<file path="src/rtl/step_response_meas.sv">
// -----------------------------------------------------------------------------
// step_response_meas
//
// Step-response harness for fixed-point emulated analog blocks. A sequence of
// STEPS DC levels is driven onto a shared stimulus bus (v_in). Each level is
// held for D = max(dwell,1) cycles. Every cycle, each channel's filter output
// is compared against the stimulus, and per-step settling results are
// reported with a one-cycle res_valid pulse.
//
// Optional feature macro: STEP_MEAS_PEAK_EN
//   defined   : peak_err reports the max |v_out - v_in| seen during the step
//   undefined : peak tracking is not built and peak_err is tied to zero
//
// Ports
//   clk        emulation clock
//   rst        synchronous active-high reset
//   start      begin a sequence (only honoured while idle)
//   levels     step level k at [k*WIDTH +: WIDTH], signed
//   dwell      cycles per step (0 behaves as 1)
//   v_in       registered stimulus to all filters
//   v_out      filter outputs, channel c at [c*WIDTH +: WIDTH]
//   busy       high while a sequence is being driven
//   res_valid  one-cycle pulse per completed step
//   res_step   index of the reported step
//   settle_cnt per-channel settle time (cycles) of the reported step
//   settled    per-channel: final sample of the step was within tolerance
//   peak_err   per-channel max |error| of the reported step (WIDTH+1 bits)
//   done       one-cycle pulse coinciding with the final res_valid
// -----------------------------------------------------------------------------
module step_response_meas #(
    parameter int N_CH    = 2,
    parameter int WIDTH   = 18,
    parameter int EXP     = -12,
    parameter int STEPS   = 4,
    parameter int DWELL_W = 16,
    parameter int TOL     = 41
) (
    input  logic                                          clk,
    input  logic                                          rst,
    input  logic                                          start,
    input  logic [STEPS*WIDTH-1:0]                        levels,
    input  logic [DWELL_W-1:0]                            dwell,
    output logic [WIDTH-1:0]                              v_in,
    input  logic [N_CH*WIDTH-1:0]                         v_out,
    output logic                                          busy,
    output logic                                          res_valid,
    output logic [((STEPS > 1) ? $clog2(STEPS) : 1)-1:0]  res_step,
    output logic [N_CH*DWELL_W-1:0]                       settle_cnt,
    output logic [N_CH-1:0]                               settled,
    output logic [N_CH*(WIDTH+1)-1:0]                     peak_err,
    output logic                                          done
);

    localparam int SW = (STEPS > 1) ? $clog2(STEPS) : 1;
    localparam int EW = WIDTH + 1;
    localparam logic [EW-1:0] TOL_E = EW'(TOL);

    localparam logic [0:0] S_IDLE  = 1'b0;
    localparam logic [0:0] S_DRIVE = 1'b1;

    // |a - b| evaluated one bit wider than the operands so it cannot overflow.
    function automatic logic [EW-1:0] abs_err(input logic [WIDTH-1:0] a,
                                                input logic [WIDTH-1:0] b);
        logic [EW-1:0] diff;
        diff = {a[WIDTH-1], a} - {b[WIDTH-1], b};
        if (diff[EW-1]) begin
            return (~diff) + EW'(1);
        end else begin
            return diff;
        end
    endfunction

    logic [0:0]          state_r;
    logic [SW-1:0]       step_idx_r;
    logic [DWELL_W-1:0]  dwell_cnt_r;
    logic [WIDTH-1:0]    v_in_r;
    logic                busy_r;
    logic                res_valid_r;
    logic                done_r;
    logic [SW-1:0]       res_step_r;
    logic [N_CH*DWELL_W-1:0] settle_cnt_r;
    logic [N_CH-1:0]     settled_r;
    logic [DWELL_W-1:0]  last_bad_r [N_CH];

    logic [DWELL_W-1:0]  dwell_eff_s;
    logic                last_s;
    logic                step_last_s;
    logic [SW-1:0]       step_nxt_s;
    logic [EW-1:0]       abs_s [N_CH];
    logic [N_CH-1:0]     bad_s;
    logic [DWELL_W-1:0]  last_bad_nxt_s [N_CH];

    // Effective dwell: a programmed dwell of 0 is treated as a single cycle.
    always_comb begin
        if (dwell == {DWELL_W{1'b0}}) begin
            dwell_eff_s = DWELL_W'(1);
        end else begin
            dwell_eff_s = dwell;
        end
    end

    assign last_s      = (dwell_cnt_r == (dwell_eff_s - DWELL_W'(1)));
    assign step_last_s = (step_idx_r == SW'(STEPS - 1));
    assign step_nxt_s  = step_idx_r + SW'(1);

    // Per-channel error magnitude, band check and running last-bad index.
    // last_bad_nxt includes the current sample so the final sample of the
    // step can report D when the channel is still out of band.
    always_comb begin
        for (int c = 0; c < N_CH; c++) begin
            abs_s[c] = abs_err(v_out[c*WIDTH +: WIDTH], v_in_r);
            bad_s[c] = (abs_s[c] > TOL_E);
            if (bad_s[c]) begin
                last_bad_nxt_s[c] = dwell_cnt_r + DWELL_W'(1);
            end else begin
                last_bad_nxt_s[c] = last_bad_r[c];
            end
        end
    end

    // Sequencer FSM, stimulus register and per-step result registers.
    always_ff @(posedge clk) begin
        if (rst) begin
            state_r      <= S_IDLE;
            step_idx_r   <= {SW{1'b0}};
            dwell_cnt_r  <= {DWELL_W{1'b0}};
            v_in_r       <= {WIDTH{1'b0}};
            busy_r       <= 1'b0;
            res_valid_r  <= 1'b0;
            done_r       <= 1'b0;
            res_step_r   <= {SW{1'b0}};
            settle_cnt_r <= {(N_CH*DWELL_W){1'b0}};
            settled_r    <= {N_CH{1'b0}};
            for (int c = 0; c < N_CH; c++) begin
                last_bad_r[c] <= {DWELL_W{1'b0}};
            end
        end else begin
            res_valid_r <= 1'b0;
            done_r      <= 1'b0;
            case (state_r)
                S_IDLE: begin
                    for (int c = 0; c < N_CH; c++) begin
                        last_bad_r[c] <= {DWELL_W{1'b0}};
                    end
                    if (start) begin
                        state_r     <= S_DRIVE;
                        busy_r      <= 1'b1;
                        step_idx_r  <= {SW{1'b0}};
                        dwell_cnt_r <= {DWELL_W{1'b0}};
                        v_in_r      <= levels[WIDTH-1:0];
                    end else begin
                        busy_r <= 1'b0;
                    end
                end
                S_DRIVE: begin
                    if (last_s) begin
                        res_valid_r <= 1'b1;
                        res_step_r  <= step_idx_r;
                        for (int c = 0; c < N_CH; c++) begin
                            settle_cnt_r[c*DWELL_W +: DWELL_W] <= last_bad_nxt_s[c];
                            settled_r[c]  <= ~bad_s[c];
                            last_bad_r[c] <= {DWELL_W{1'b0}};
                        end
                        dwell_cnt_r <= {DWELL_W{1'b0}};
                        if (step_last_s) begin
                            // v_in keeps the last level after the sequence.
                            state_r <= S_IDLE;
                            busy_r  <= 1'b0;
                            done_r  <= 1'b1;
                        end else begin
                            step_idx_r <= step_nxt_s;
                            v_in_r     <= levels[int'(step_nxt_s)*WIDTH +: WIDTH];
                        end
                    end else begin
                        dwell_cnt_r <= dwell_cnt_r + DWELL_W'(1);
                        for (int c = 0; c < N_CH; c++) begin
                            last_bad_r[c] <= last_bad_nxt_s[c];
                        end
                    end
                end
                default: begin
                    state_r <= S_IDLE;
                    busy_r  <= 1'b0;
                end
            endcase
        end
    end

`ifdef STEP_MEAS_PEAK_EN
    logic [EW-1:0]        peak_r     [N_CH];
    logic [EW-1:0]        peak_nxt_s [N_CH];
    logic [N_CH*EW-1:0]   peak_err_r;

    // Running maximum of |error| including the current sample.
    always_comb begin
        for (int c = 0; c < N_CH; c++) begin
            if (abs_s[c] > peak_r[c]) begin
                peak_nxt_s[c] = abs_s[c];
            end else begin
                peak_nxt_s[c] = peak_r[c];
            end
        end
    end

    // Peak accumulators: cleared while idle and at each step boundary.
    always_ff @(posedge clk) begin
        if (rst) begin
            peak_err_r <= {(N_CH*EW){1'b0}};
            for (int c = 0; c < N_CH; c++) begin
                peak_r[c] <= {EW{1'b0}};
            end
        end else if (state_r == S_DRIVE) begin
            for (int c = 0; c < N_CH; c++) begin
                if (last_s) begin
                    peak_err_r[c*EW +: EW] <= peak_nxt_s[c];
                    peak_r[c]              <= {EW{1'b0}};
                end else begin
                    peak_r[c] <= peak_nxt_s[c];
                end
            end
        end else begin
            for (int c = 0; c < N_CH; c++) begin
                peak_r[c] <= {EW{1'b0}};
            end
        end
    end

    assign peak_err = peak_err_r;
`else
    assign peak_err = {(N_CH*EW){1'b0}};
`endif

    assign v_in       = v_in_r;
    assign busy       = busy_r;
    assign res_valid  = res_valid_r;
    assign res_step   = res_step_r;
    assign settle_cnt = settle_cnt_r;
    assign settled    = settled_r;
    assign done       = done_r;

endmodule

</file>
<file path="config.mk">
export PLATFORM = sky130hd
export DESIGN_NAME = step_response_meas
export DESIGN_NICKNAME = d
export VERILOG_FILES = /design/src/rtl/step_response_meas.sv
export SDC_FILE = /design/constraint.sdc
export NUM_CORES = 1
export LEC_CHECK = 0
export BUFFER_PORTS_ARGS = -buffer_cell sky130_fd_sc_hd__buf_4
export CORE_AREA = 2 2 197 102
export DETAILED_ROUTE_END_ITERATION = 10
export DIE_AREA = 0 0 199 104
export PLACE_DENSITY_LB_ADDON = 0.1
export SETUP_SLACK_MARGIN = 0.4
export SLEW_MARGIN = 20
export SYNTH_ARGS = -nofsm -noshare
export SYNTH_HDL_FRONTEND = slang
export SYNTH_SLANG_ARGS = --single-unit
</file>
<file path="constraint.sdc">
create_clock -name clk -period 12.7 [get_ports clk]
set_input_delay 3.175 -clock clk [delete_from_list [all_inputs] [get_ports clk]]
set_output_delay 3.175 -clock clk [all_outputs]
set_load 0.05 [all_outputs]
</file>
After elaboration in Yosys (flattened, before gate mapping)
Memory sizes are Yosys's and may differ from the RTL's.
Index checks and enable logic that the tools add are counted.

storage, ports and cells
  memory bits (writable) = 32
  output and inout port bits = 95
  memories kept = 1
  bits of input ports = 127
  logic and storage cells = 88
  flip-flop bits (word level) = 76

memories
  name        depth  bits a word  read ports  clocked after memory_dff  write ports  line  text
  last_bad_r  2      16           2           0                         2            83    logic [DWELL_W-1:0] last_bad_r [N_CH];

operators by class
  reductions and logical operators = 5
  bitwise logic cells = 12
  $add $sub $neg = 7
  shifts and indexed selects = 1
  multiply operators = 1
  equal/unequal tests = 6
  muxes and demuxes = 43
  $lt $le $gt $ge = 2

operators with widths
  cell                                                             number
  two-way mux 16 bit                                               11
  indexed part select 72 x 8 -> 18 bit                             1
  two-way mux 18 bit                                               3
  adder 19 x 1 -> 19 bit (second input constant)                   2
  greater-than comparator 19 x 6 -> 1 bit (second input constant)  2
  two-way mux 19 bit                                               2
  inverter 19 bit                                                  2
  subtractor 18 x 18 -> 19 bit                                     2
  case mux 18 bit (2 select lines)                                 1
  case mux 16 bit (2 select lines)                                 1
  two-way mux 1 bit                                                19
  adder 16 x 1 -> 16 bit (second input constant)                   1
  equality test 16 bit                                             1
  logical NOT 16 bit                                               1
  subtractor 16 x 1 -> 16 bit (second input constant)              1
  multiplier 2 x 4 -> 6 bit (second input constant)                1
  two-way mux 2 bit                                                3
  OR 1 bit                                                         6
  != test 2 x 1 -> 1 bit (second input constant)                   2
  != test 2 bit (second input constant)                            2
  inverter 1 bit                                                   4
  case mux 1 bit (2 select lines)                                  2
  case mux 2 bit (2 select lines)                                  1
  AND reduction 2 bit                                              2
  4 further kinds                                                  4

Depth between registers and ports, before layout
  depth after elaboration = 10
  mapped depth = 19

Worst setup path before layout
OpenSTA, ideal clock, no wires.

  path kind = input -> register
  start = in dwell[9]
  end = mem last_bad_r[0][0] (data pin)
  library setup time = 266 ps
  stages on the path = 16
  setup slack = 5823 ps
  data arrival time = 6611 ps
  data required time = 12434 ps
  path through = or4_1 > nor4_1 > a31oi_1 > ha_1 > nor2b_1 > nand3_1 > xor2_1 > nor2_1 > a311oi_1 > o21ai_0 > nor3_1 > nand2b_1 > nand2b_1 > clkbuf_1 > clkbuf_1 > nor2_1

RTL lines
  item                line  text
  start: declaration  42    input logic [DWELL_W-1:0] dwell,
  end: declaration    83

Final worst setup path
  start = in dwell[9]
  end = reg v_in_r[14], in the netlist v_in[14]

on the way
  cells in the longest elaborated chain, start to end = 6

ends and longest elaborated chain
  item                                line  text
  logical NOT 16 bit                  95    if (dwell == {DWELL_W{1'b0}}) begin
  two-way mux 16 bit *                95
  subtractor 16 x 1 -> 16 bit *       102   assign last_s = (dwell_cnt_r == (dwell_eff_s - DWELL_W'(1)));
  equality test 16 bit *              102
  != test 2 x 1 -> 1 bit (no line) *  n/a
  AND reduction 3 bit (no line) *     n/a
  end signal: assignment              127   v_in_r <= {WIDTH{1'b0}};
  end signal: assignment              150   v_in_r <= levels[WIDTH-1:0];
  end signal: assignment              172   v_in_r <= levels[int'(step_nxt_s)*WIDTH +: WIDTH];
  end: declaration                    76    logic [WIDTH-1:0] v_in_r;

Mark *: on every way between the ends. The rest lies on a longest branch, timed or not.
A chain may end at the register's enable or synchronous reset.

==> flow_metrics.env <==
export IMPL_critPathMaxStageDelay_ns=0.78
export IMPL_gp_congestion=0.9063
export IMPL_n_antenna_cell=0
export IMPL_p_clk_share_pct=28.3
export IMPL_finalSetupViolations=0
export IMPL_worst_path_buf_inv=2
export IMPL_async_reset_ff_share_pct=0
export IMPL_max_freq_mhz=129.6
export IMPL_grt_pass1_vias=8138
export IMPL_netlist_cell_type_count=84
export IMPL_cp_end_kind="flop"
export IMPL_ys_top_cells_by_area="dfxtp_1 (16%), edfxtp_1 (10%), ha_1 (5.5%), o21ai_0 (4.1%), nor2_1 (3.9%)"
export IMPL_fin_util_pct=58.33
export IMPL_drive_gt1_share_pct=18.68
export IMPL_area_delta_synth_final_pct=19.20
export IMPL_routed_via_count=9375
export IMPL_hpwlAfterDp_um=24280
export IMPL_p_int_mw=0.6804
export IMPL_row_count=36
export IMPL_skew_ns=0.01377
export IMPL_worst_ir_drop_vdd_mv=0.06674
export IMPL_drt_first_pass_iters=4
export IMPL_dpl_worst_slack_ns=4.650
export IMPL_arrival_ns=7.94
export IMPL_yosysTopAreaCell="dfxtp_1"
export IMPL_path_cells="buf_4 > or4_1 > nor4_1 > a31oi_1 > ha_1 > nor2b_1 > nand3_1 > xor2_1 > nor2_1 > a311oi_1 > o21ai_0 > nor3_1 > nand2_1 > buf_4 > o21bai_4 > o2111ai_1 > o21ai_0 > nor2_1"
export IMPL_synth_edf_count=32
export IMPL_nets=1498
export IMPL_grt_pass1_wl_um=47790
export IMPL_tritoncts="done"
export IMPL_timing_slew_headroom_pct=29.95
export IMPL_period_minus_slack_ns=7.716
export IMPL_clock_sinks=108
export IMPL_wl_per_cell_um=19.59
export IMPL_synth_seq_cells=108
export IMPL_grt_max_degree=78
export IMPL_hold_buffers=0
export IMPL_clk_path_buf_depth=2
export IMPL_yosysTopAreaCellShare_pct=16.32
export IMPL_timing_final_ws_setup_ns=4.984
export IMPL_hp_class="flop to flop"
export IMPL_synth_warnings=0
export IMPL_hold_viol_final=0
export IMPL_drtIter0Drc=791
export IMPL_synth_ff_type="dfxtp_1"
export IMPL_drv_cap=0
export IMPL_wirelength_um=31320
export IMPL_crit_required_ns=12.92
export IMPL_cts_root_buf="clkbuf_16"
export IMPL_io_pins=222
export IMPL_die_x_um=199
export IMPL_drc_errors=0
export IMPL_cp_max_fo=47
export IMPL_synth_most_common_cell="nor2_1"
export IMPL_numCtsBuffers=9
export IMPL_multi_input_area_mm2=0.006349
export IMPL_power_frac_comb_pct=37.8
export IMPL_syn_cell_area_mm2=0.009324
export IMPL_timing_hold_ws_ns=0.4719
export IMPL_dieArea_mm2=0.02070
export IMPL_antenna_left=0
export IMPL_synthTopCellsByCount="nor2_1 (98), nand2_1 (92), dfxtp_1 (76), o21ai_0 (76), inv_1 (56)"
export IMPL_io_buffers=183
export IMPL_num_fill_cells=1791
export IMPL_powerDensity_mw_per_mm2=99.64
export IMPL_leakagePower_nw=4.459
export IMPL_fp_coreArea_mm2=0.01905
export IMPL_p_sw_share_pct=38.56
export IMPL_grt_use_total_pct=29.94
export IMPL_fin_tns_setup_ns=0
export IMPL_slowest_stage="o21bai_4"
export IMPL_worst_slew_pin_slew_ns=1.051
export IMPL_antenna_found_initial=0
export IMPL_clk_pin_slew_ns=0.08
export IMPL_start_util_pct=48.94
export IMPL_cts_max_level=3
export IMPL_fin_crit_sh_pct=60.76
export IMPL_status="finished, final reports clean"
export IMPL_viasPerCell=5.863
export IMPL_clock_latency_ns=0.36
export IMPL_cts_setup_buffers=0
export IMPL_setup_worst_path_class="primary input to flop"
export IMPL_start_kind="primary input"
export IMPL_drv_slew=0
export IMPL_netlist_instances=1165
export IMPL_ff_latch_area_mm2=0.002486
export IMPL_grt_overflow_total=0
export IMPL_power_frac_seq_pct=33.9
export IMPL_rsz0062_at_grt="false"
export IMPL_syn_avg_cell_area_um2=8.003
export IMPL_power_switching_mw=0.4270
export IMPL_die_y_um=104
export IMPL_yosysSeqAreaShare_pct=26.62
export IMPL_crit_family="compound AO/OA/AOI/OAI gates"
export IMPL_cts_resized=0
[per-stage QoR]
stage,cells,instance area (um^2),power (mW)
finish,1599,11110,1.107
global route,1599,11110,1.163
CTS,1599,11100,1.104
detailed placement,1583,10780,0.7911
global placement,1583,10780,0.7905
floorplan,1233,9579,0.6887
[cell families (layout without fill, tap and decap cells)]
| group | Yosys count | after routing | share of synthesized area, % |
|---|---|---|---|
| muxes | 19 | 19 | 2.053 |
| other | 2 | 70 | 0.08055 |
| DFF | 108 | 108 | 26.62 |
| adders and majority gates | 43 | 43 | 5.931 |
| xor gates and xnor gates | 67 | 67 | 6.294 |
| AOI/OAI and AO/OA | 350 | 350 | 27.50 |
| buffers and inverters | 160 | 260 | 8.347 |
| and+or+nand+nor | 416 | 416 | 23.18 |
[per-layer routing]
layer,routed length [um],track usage [%]
met5,0,0
met4,172,3.198
met3,3109,6.777
met2,11320,36.21
met1,16720,51.78
[power by group through the flow]
| stage | Combinational [mW] | Clock, mW | Sequential, mW |
|---|---|---|---|
| floorplan | 0.294 | 0 | 0.394 |
| global placement | 0.408 | 0 | 0.383 |
| detailed placement | 0.408 | 0 | 0.383 |
| CTS | 0.410 | 0.319 | 0.375 |
| global route | 0.457 | 0.329 | 0.377 |
| finish | 0.419 | 0.314 | 0.375 |
[cell usage in the layout (no fill, tap or decap), types with 5 or more instances in the layout]
cell       netlist  routed
or3_1           10      10
edfxtp_1        32      32
mux2i_1         18      18
nor2_1          98      97
a22oi_1         20      20
a221o_1         13      13
and3_1          19      19
nand4_1         13      13
a31o_2           6       6
o31ai_1          5       5
conb_1           2      70
dfxtp_1         76      75
xnor2_1         37      37
nor2b_1         21      20
nand2_1         92      92
nand3_1         26      26
o221ai_2        10      10
o211ai_1        26      26
buf_4           39     188
a21oi_1         52      52
a31oi_1         13      13
nor4_1          11      11
o221ai_1         5       5
clkbuf_16        0       9
o21ai_0         76      76
a211oi_1        18      18
ha_1            41      41
a21o_1          13      13
o21a_1          10      10
nor4b_1         14      14
xor2_1          30      30
and2_1          11      10
o2111ai_1       21      21
inv_1           56      56
nor3_1          30      29
nand2b_1        46      45
[cell type report]
type	instances	share of cell area, %
Clock inverter	7	0.9006
Tap cell	266	2.994
Multi-Input combinational cell	965	57.12
Clock buffer	9	2.026
Timing Repair Buffer	188	12.70
Inverter	56	1.891
Sequential cell	108	22.37
[sequential cells by signal (all words and copies together), names as in the netlist]
| signal | cells |
|---|---|
| res_valid | 1 |
| dwell_cnt_r | 16 |
| state_r | 1 |
| settled | 2 |
| step_idx_r | 2 |
| busy | 1 |
| settle_cnt | 32 |
| done | 1 |
| last_bad_r | 32 |
| res_step | 2 |
| v_in | 18 |
[path summary, 6_finish.rpt]
| check | from | end | slack [ns] | depth (start not counted) |
|---|---|---|---|---|
| worst max-delay path | dwell[9] | v_in[14]$_SDFFE_PP0P_ | 4.98 | 18 |
| worst min-delay path | res_step[1]$_SDFFE_PP0N_ | res_step[1]$_SDFFE_PP0N_ | 0.47 | 2 |
| worst max register to register | v_in[0]$_SDFFE_PP0P_ | settle_cnt[18]$_SDFFE_PP0N_ | 7.48 | 14 |
| worst min register to register | res_step[1]$_SDFFE_PP0N_ | res_step[1]$_SDFFE_PP0N_ | 0.47 | 2 |
[worst min-delay path, cell delays in order, from the launching register on]
cell and delay [ns]:
dfxtp_1 0.32, nand2_1 0.05, a21oi_1 0.05
Note: power is estimated with default switching activity, not from simulation.
